<file path="src/rtl/note_player.sv">
// note_player: plays one tone per accepted note on a square-wave buzzer output.
//
// A note is accepted from the source when tran_vld is high while tran_rdy is high.
// The note sounds for NOTE_LEN cycles and is followed by GAP_LEN silent cycles.
// A non-zero tone code sets the beep half-period to volume_in*PRESCALE cycles.
// A tone code of 0 is a rest.
// The tran_end strobe marks the end of the song, and song_done pulses for one
// cycle once that end has taken effect.
//
// Optional feature: define PLAYER_MUTE_EN to add a 'mute' input. Mute forces beep
// low and changes no timing or handshake.
//
// Ports:
//   sysclk     in   single clock, rising edge
//   rst        in   asynchronous active-high reset
//   volume_in  in   [9:0] tone code (0 = rest)
//   tran_vld   in   note-valid strobe
//   tran_end   in   end-of-song strobe
//   mute       in   (PLAYER_MUTE_EN only) force beep low
//   tran_rdy   out  player idle and able to accept a note or end strobe
//   beep       out  square-wave buzzer drive
//   busy       out  note or gap in progress
//   song_done  out  one-cycle end-of-song pulse
module note_player #(
  parameter int unsigned NOTE_LEN = 12_500_000,
  parameter int unsigned GAP_LEN  = 500_000,
  parameter int unsigned PRESCALE = 50
) (
  input  logic       sysclk,
  input  logic       rst,
  input  logic [9:0] volume_in,
  input  logic       tran_vld,
  input  logic       tran_end,
`ifdef PLAYER_MUTE_EN
  input  logic       mute,
`endif
  output logic       tran_rdy,
  output logic       beep,
  output logic       busy,
  output logic       song_done
);

  // The half-period counter must be able to hold the largest code times PRESCALE.
  localparam int unsigned HalfMax = 1023 * PRESCALE;
  localparam int unsigned HalfW   = (HalfMax > 1) ? $clog2(HalfMax + 1) : 1;

  // The note/gap counter runs 0..len-1 and is shared by PLAY and GAP.
  localparam int unsigned CntMax = (NOTE_LEN > GAP_LEN) ? NOTE_LEN : GAP_LEN;
  localparam int unsigned CntW   = (CntMax > 1) ? $clog2(CntMax) : 1;

  localparam logic [CntW-1:0] NoteLast = CntW'(NOTE_LEN - 1);
  localparam logic [CntW-1:0] GapLast  = CntW'((GAP_LEN > 0) ? GAP_LEN - 1 : 0);

  typedef enum logic [1:0] {
    StIdle,
    StPlay,
    StGap
  } state_e;

  state_e           state_q, state_d;
  logic [CntW-1:0]  cnt_q, cnt_d;
  logic [HalfW-1:0] hc_q, hc_d;
  logic [9:0]       vol_q, vol_d;
  logic             beep_q, beep_d;
  logic             pend_q, pend_d;   // tran_end accepted together with the note in flight
  logic             done_q, done_d;

  logic [HalfW-1:0] half_len;
  logic [HalfW-1:0] half_last;

  assign half_len  = HalfW'(vol_q) * HalfW'(PRESCALE);
  assign half_last = half_len - HalfW'(1);

  always_comb begin
    state_d = state_q;
    cnt_d   = cnt_q;
    hc_d    = hc_q;
    vol_d   = vol_q;
    beep_d  = beep_q;
    pend_d  = pend_q;
    done_d  = 1'b0;

    unique case (state_q)
      StIdle: begin
        cnt_d  = '0;
        hc_d   = '0;
        beep_d = 1'b0;
        if (tran_vld) begin
          state_d = StPlay;
          vol_d   = volume_in;
          pend_d  = tran_end;
        end else if (tran_end) begin
          done_d = 1'b1;
        end
      end

      StPlay: begin
        if (cnt_q == NoteLast) begin
          // Last sounding cycle: beep is forced low from the next cycle on.
          cnt_d  = '0;
          hc_d   = '0;
          beep_d = 1'b0;
          if (GAP_LEN == 0) begin
            state_d = StIdle;
            done_d  = pend_q;
            pend_d  = 1'b0;
          end else begin
            state_d = StGap;
          end
        end else begin
          cnt_d = cnt_q + 1'b1;
          if (vol_q != '0) begin
            if (hc_q == half_last) begin
              hc_d   = '0;
              beep_d = ~beep_q;
            end else begin
              hc_d = hc_q + 1'b1;
            end
          end
        end
      end

      StGap: begin
        beep_d = 1'b0;
        if (cnt_q == GapLast) begin
          state_d = StIdle;
          cnt_d   = '0;
          done_d  = pend_q;
          pend_d  = 1'b0;
        end else begin
          cnt_d = cnt_q + 1'b1;
        end
      end

      default: begin
        state_d = StIdle;
        beep_d  = 1'b0;
        pend_d  = 1'b0;
      end
    endcase
  end

  always_ff @(posedge sysclk or posedge rst) begin
    if (rst) begin
      state_q <= StIdle;
      cnt_q   <= '0;
      hc_q    <= '0;
      vol_q   <= '0;
      beep_q  <= 1'b0;
      pend_q  <= 1'b0;
      done_q  <= 1'b0;
    end else begin
      state_q <= state_d;
      cnt_q   <= cnt_d;
      hc_q    <= hc_d;
      vol_q   <= vol_d;
      beep_q  <= beep_d;
      pend_q  <= pend_d;
      done_q  <= done_d;
    end
  end

  assign tran_rdy  = (state_q == StIdle);
  assign busy      = (state_q != StIdle);
  assign song_done = done_q;

`ifdef PLAYER_MUTE_EN
  assign beep = beep_q & ~mute;
`else
  assign beep = beep_q;
`endif

endmodule
</file>
<file path="config.mk">
export PLATFORM = sky130hd
export DESIGN_NAME = note_player
export DESIGN_NICKNAME = d
export VERILOG_FILES = /design/src/rtl/note_player.sv
export SDC_FILE = /design/constraint.sdc
export NUM_CORES = 1
export LEC_CHECK = 0
export CAP_MARGIN = 20
export CORE_UTILIZATION = 50
export CTS_CLUSTER_DIAMETER = 40
export DETAILED_ROUTE_END_ITERATION = 10
export GPL_ROUTABILITY_DRIVEN = 0
export HOLD_SLACK_MARGIN = 0.02
export PLACE_DENSITY = 0.72
export REMOVE_ABC_BUFFERS = 1
export SLEW_MARGIN = 20
export SYNTH_ARGS = -nofsm -noshare
export SYNTH_HDL_FRONTEND = slang
export SYNTH_SLANG_ARGS = --single-unit
export TNS_END_PERCENT = 1
</file>
<file path="constraint.sdc">
create_clock -name sysclk -period 5.85 [get_ports sysclk]
set_input_delay 1.755 -clock sysclk [delete_from_list [all_inputs] [get_ports sysclk]]
set_output_delay 1.755 -clock sysclk [all_outputs]
set_load 0.01 [all_outputs]
</file>
==> impl_metrics.py, run 1 <==
metrics = {
    "flow_run": {
        "cap_violations": 0,
    },
    "synthesis": {
        "ys.flop_type": "dfrtp_1",
        "netlist-cell-type-count": 63,
        "synth.ff_latch_count": 55,
        "syn_area_um2": 4640,
        "syn_avg_cell_area_um2": 8.63,
        "yosysSeqAreaShare_pct": 29.7,
        "synth_edf_count": 0,
        "async_flop_share_pct": 100,
        "ys_warn_count": 0,
        "netlist_instances": 537,
    },
    "timing": {
        "relSlewSlack_pct": 43.6,
        "hold_viol": 0,
        "layout_setup_ws_ns": 1.24,
        "rsz0062_at_grt": "no",
        "fin_setup_tns_ns": 0,
        "finalClockSkew_ns": 0.00553,
        "setup_violations": 0,
        "clock.fmax_ghz": 0.217,
        "worstMarginPinSlew_ns": 0.846,
        "drv_slew": 0,
        "fin_crit_sh_pct": 78.8,
        "min_period_ns": 4.61,
    },
    "cts": {
        "hold_buffers": 0,
        "post-cts-setup-buffers": 0,
        "cts_sinks": 55,
        "htree_levels": 2,
        "cts-root-buf": "clkbuf_8",
        "clock_path_buffers": 2,
        "cts_resized": 0,
        "clock_latency_ns": 0.32,
        "cts_buffers": 5,
        "clkTransAtPathRegs_ns": 0.10,
        "cts_tree": "yes",
    },
    "grt": {
        "grt_max_degree": 43,
        "grt_pass1_vias": 3881,
        "track_usage_pct": 22.5,
        "grt_pass1_wl_um": 17700,
        "antenna_found_initial": 0,
        "grt_overflow": 0,
    },
    "final_layout": {
        "fillers": 815,
        "layout-drive-gt1-share_pct": 6.28,
        "stdcell_count": 649,
        "fin_nets": 608,
        "final_common_cell": "nand2_1",
        "diodes": 0,
        "final_cell_mix": "nand2_1, dfrtp_1, ha_1",
        "syn_to_final_growth_pct": 7.15,
    },
    "routing": {
        "wl_um": 10100,
        "drtIter0Drc": 103,
        "wl_per_cell_um": 15.6,
        "num_vias": 3936,
        "ant_nets": 0,
        "drt-vias-per-instance": 6.06,
        "route.detailed.drc": 0,
        "dr.pass1.iters": 5,
    },
    "die": {
        "die-width_um": 98.3,
        "die_h_um": 98.3,
        "die_area_um2": 9660,
        "coreArea_um2": 8850,
        "start_util_pct": 52.4,
        "boundaryPins": 18,
        "rows": 34,
    },
    "placed_design": {
        "pre_cts_slack_ns": 1.28,
        "dp_hpwl_um": 7560,
        "portBuffers": 17,
        "post-place-cells": 642,
    },
    "worst_setup_path": {
        "crit_arrival_ns": 4.86,
        "startpoint_type": "flop",
        "cp.required_ns": 6.10,
        "path_class": "flop to flop",
        "crit_fanout": 22,
        "worstSetupEndpointType": "flop",
    },
    "status": {
        "outcome": "finished, final reports clean",
    },
    "hold_path": {
        "hp-class": "flop to flop",
    },
}
==> area by class of cell <==
class / count / area (µm²) / share of cell area, %
clock inverters: 2 / 16.3 / 0.327
well taps: 108 / 135 / 2.72
inverters: 20 / 75.1 / 1.51
repair buffers: 20 / 193 / 3.88
clock buffers: 5 / 68.8 / 1.39
multi-input cells: 439 / 3100 / 62.5
flip-flops and latches: 55 / 1380 / 27.7
==> synth_stat cells, types with 11 or more instances <==
master / number / area [µm²]
nor3_1: 16 / 80.1
clkbuf_1: 17 / 63.8
nor2_1: 33 / 124
ha_1: 48 / 601
nor2b_1: 14 / 87.6
o21ai_0: 41 / 205
a21oi_1: 20 / 100
dfrtp_1: 55 / 1380
nand2_1: 64 / 240
xnor2_1: 19 / 166
o211ai_1: 11 / 82.6
inv_1: 20 / 75.1
nand3_1: 23 / 115
and3_1: 18 / 113
==> final timing paths <==
kind	slack, ns	to	from	cells past startpoint
max in group asynchronous	3.31	vol_q[9]	rst	3
min in group asynchronous	1.69	hc_q[5]	rst	2
min	0.50	pend_q	pend_q	2
max	1.24	beep	vol_q[4]	16
min reg2reg	0.50	pend_q	pend_q	2
max reg2reg	1.24	beep	vol_q[4]	16
==> sequential cells by signal (all words and copies together), names as in the netlist <==
signal and flops:
beep 1, cnt_q 24, hc_q 16, pend_q 1, song_done 1, state_q 2
vol_q 10
==> critical path: stages, from the launching register on <==
cell and delay (ns):
dfrtp_1 0.43, inv_1 0.07, ha_1 0.29, ha_1 0.31
fa_1 0.46, ha_1 0.43, a21o_1 0.26, a221oi_4 0.41
o21ai_0 0.18, mux2i_1 0.22, nand2_1 0.11, xor2_1 0.16
nor4_1 0.36, o311ai_2 0.15, buf_4 0.22, or3_1 0.32
a21oi_1 0.14
==> per-stage QoR <==
step,utilization [%],hold WS [ns],instance area [µm²]
after floorplan,-,0.437,4530
after global placement,55.0,0.457,4870
after detailed placement,55.0,0.468,4870
after CTS,56.0,0.498,4960
after global routing,56.1,0.529,4970
final,56.1,0.500,4970
==> per-layer routing <==
metal / track usage (%) / wire length [µm]
met1: 27.6 / 4510
met2: 40.0 / 5050
met3: 3.36 / 340
met4: 8.15 / 234
met5: 0 / 0
==> cells by family (layout without fill, tap and decap cells) <==
kind of cell	Yosys count	in the layout	synth area share [%]
XOR/XNOR	29	29	5.78
multiplexers	16	16	3.72
flip-flops	55	55	29.7
AO/OA/AOI/OAI	128	128	18.7
adder cells (fa/ha/maj)	53	53	15.1
AND/OR/NAND/NOR	213	213	23.2
buffers and inverters	43	47	3.83
Power of run 1 is not shown: default switching activity piles up to over one toggle a cycle in this logic, so the estimate is an artifact.
==> run 2: changes to the inputs <==
--- a/config.mk
+++ b/config.mk
@@ -11,7 +11,7 @@
 export DETAILED_ROUTE_END_ITERATION = 10
 export GPL_ROUTABILITY_DRIVEN = 0
 export HOLD_SLACK_MARGIN = 0.02
-export PLACE_DENSITY = 0.72
+export PLACE_DENSITY = 0.75
 export REMOVE_ABC_BUFFERS = 1
 export SLEW_MARGIN = 20
 export SYNTH_ARGS = -nofsm -noshare
==> constraint.sdc (replaced) <==
create_clock -name sysclk -period 3.87 [get_ports sysclk]
set_input_delay 1.161 -clock sysclk [delete_from_list [all_inputs] [get_ports sysclk]]
set_output_delay 1.161 -clock sysclk [all_outputs]
set_load 0.01 [all_outputs]
==> impl_metrics.py, run 2 (synthesis results as in run 1) <==
metrics = {
    "worst_setup_path": {
        "crit_arrival_ns": 4.77,
        "cp_common_cell": "ha_4",
        "critPathLaunch": "vol_q[3]",
        "path_depth": 17,
        "path_buf_inv": 3,
        "cp_cell_sequence": "inv_1 > ha_4 > ha_4 > fa_2 > ha_4 > buf_4 > nand3_1 > and3_1 > o221ai_2 > nand2b_4 > xor2_1 > or3_4 > a211oi_4 > o311ai_4 > buf_6 > or3_4 > a21oi_2",
        "startpoint_type": "flop",
        "worstSetupEndpointType": "flop",
        "max_stage_delay_ns": 0.47,
        "critical-path-top-delay-family": "simple AND/OR/NAND/NOR gates",
        "worstRegToRegCells": 17,
        "crit_fanout": 4,
        "path_class": "flop to flop",
        "r2r_slack_ns": -0.64,
        "cp.required_ns": 4.13,
        "slowest_stage": "dfrtp_1",
        "crit_end": "beep",
        "timing.rr.end": "beep",
        "timing.rr.start": "vol_q[3]",
    },
    "die": {
        "boundaryPins": 18,
        "die-width_um": 98.3,
        "die_area_um2": 9660,
        "rows": 34,
        "start_util_pct": 52.4,
        "die_h_um": 98.3,
        "coreArea_um2": 8850,
    },
    "timing": {
        "whs_ns": 0.485,
        "setup_violations": 17,
        "fin_crit_sh_pct": 116,
        "clock.fmax_ghz": 0.222,
        "min_period_ns": 4.51,
        "layout_setup_ws_ns": -0.635,
        "drv_slew": 0,
        "relSlewSlack_pct": 43.0,
        "hold_viol": 0,
        "worstMarginPinSlew_ns": 0.854,
        "finalClockSkew_ns": 0.0145,
        "rsz0062_at_grt": "yes",
    },
    "cts": {
        "cts_tree": "yes",
        "cts_sinks": 55,
        "clock_path_buffers": 2,
        "clock_latency_ns": 0.33,
        "cts-root-buf": "clkbuf_8",
        "cts_buffers": 5,
        "htree_levels": 2,
        "clkTransAtPathRegs_ns": 0.12,
        "hold_buffers": 0,
    },
    "final_layout": {
        "final_cell_mix": "nand2_1, buf_4, dfrtp_1",
        "layout-drive-gt1-share_pct": 27.3,
        "regMostFlops": "cnt_q",
        "regArea_um2": 1380,
        "fin_nets": 686,
        "multi_input_area_um2": 3510,
        "fillers": 605,
        "stdcell_count": 728,
        "top_regs": "cnt_q (24), hc_q (16), vol_q (10)",
        "diodes": 0,
        "largest_register_ffs": 24,
        "syn_to_final_growth_pct": 30.6,
    },
    "hold_path": {
        "hp-class": "flop to flop",
    },
    "placed_design": {
        "pre_cts_slack_ns": -0.562,
        "dp_hpwl_um": 8030,
        "post-place-cells": 704,
        "portBuffers": 17,
    },
    "grt": {
        "grt_pass1_wl_um": 19900,
        "antenna_found_initial": 0,
        "grt_max_degree": 33,
        "track_usage_pct": 25.4,
        "grt_overflow": 0,
        "grt_pass1_vias": 4294,
    },
    "routing": {
        "wl_per_cell_um": 18.5,
        "ant_nets": 0,
        "route.detailed.drc": 0,
        "dr.pass1.iters": 5,
        "drtIter0Drc": 294,
        "wl_um": 13500,
        "num_vias": 4492,
        "drt-vias-per-instance": 6.17,
    },
    "status": {
        "violations": "negative setup slack",
        "outcome": "complete, but fails checks",
    },
    "flow_run": {
        "cap_violations": 0,
    },
}
-- run 2: cell count changes in the layout (fill, tap and decap cells not counted), sizes merged --
| cell | delta |
|---|---|
| buf | +78 |
| clkinv | +2 |
| clkinvlp | -1 |
-- run 2: final cells by class --
cell class | count | area share [%]
inverters | 20 | 1.28
flip-flops and latches | 55 | 22.8
multi-input cells | 439 | 58.0
clock inverters | 3 | 0.558
clock buffers | 5 | 1.14
repair buffers | 98 | 14.1
well taps | 108 | 2.23
-- run 2: layer usage --
layer  vias to the layer above  part of all wire, %  GRT usage [%]
met3                        53                  4.2           3.65
met2                       145                   53           46.0
li1                       2106                    -              -
met4                         0                  4.0           9.18
met1                      2188                   39           30.5
met5                         -                    0              0
-- run 2: stage by stage --
step	area, µm²	TNS [ns]	utilization (%)
detailed placement	5330	-8.02	60.3
finish	6050	-9.01	68.4
global placement	5330	-6.66	60.3
CTS	5790	-5.92	65.4
floorplan	4530	-8.20	-
global route	6050	-11.40	68.4
-- run 2: how the worst min path moves through the flow --
stage,from,endpoint,slack [ns],depth (start not counted)
after global placement,pend_q,pend_q,0.45,2
after floorplan,pend_q,pend_q,0.44,2
after detailed placement,pend_q,pend_q,0.46,2
final,pend_q,pend_q,0.48,2
after CTS,pend_q,pend_q,0.49,2
after global routing,pend_q,pend_q,0.51,2
-- run 2: worst register-to-register path, delay by kind of cell (launching register included) --
family | cells | cell delay (ns)
and+or+nand+nor | 5 | 1.32
adders and majority gates | 4 | 1.30
AOI/OAI and AO/OA | 4 | 0.87
DFF | 1 | 0.47
buffers and inverters | 3 | 0.43
xor gates and xnor gates | 1 | 0.08
-- run 2: repair_timing --
item | 4_1_cts | 5_1_grt
gates resized for setup | 51 | 38
setup endpoints to repair | 17 | 17
pin swaps | 34 | 27
cloned | 1 | 0
buffers inserted | 9 | 7
Power of run 2 is left out for the same reason.
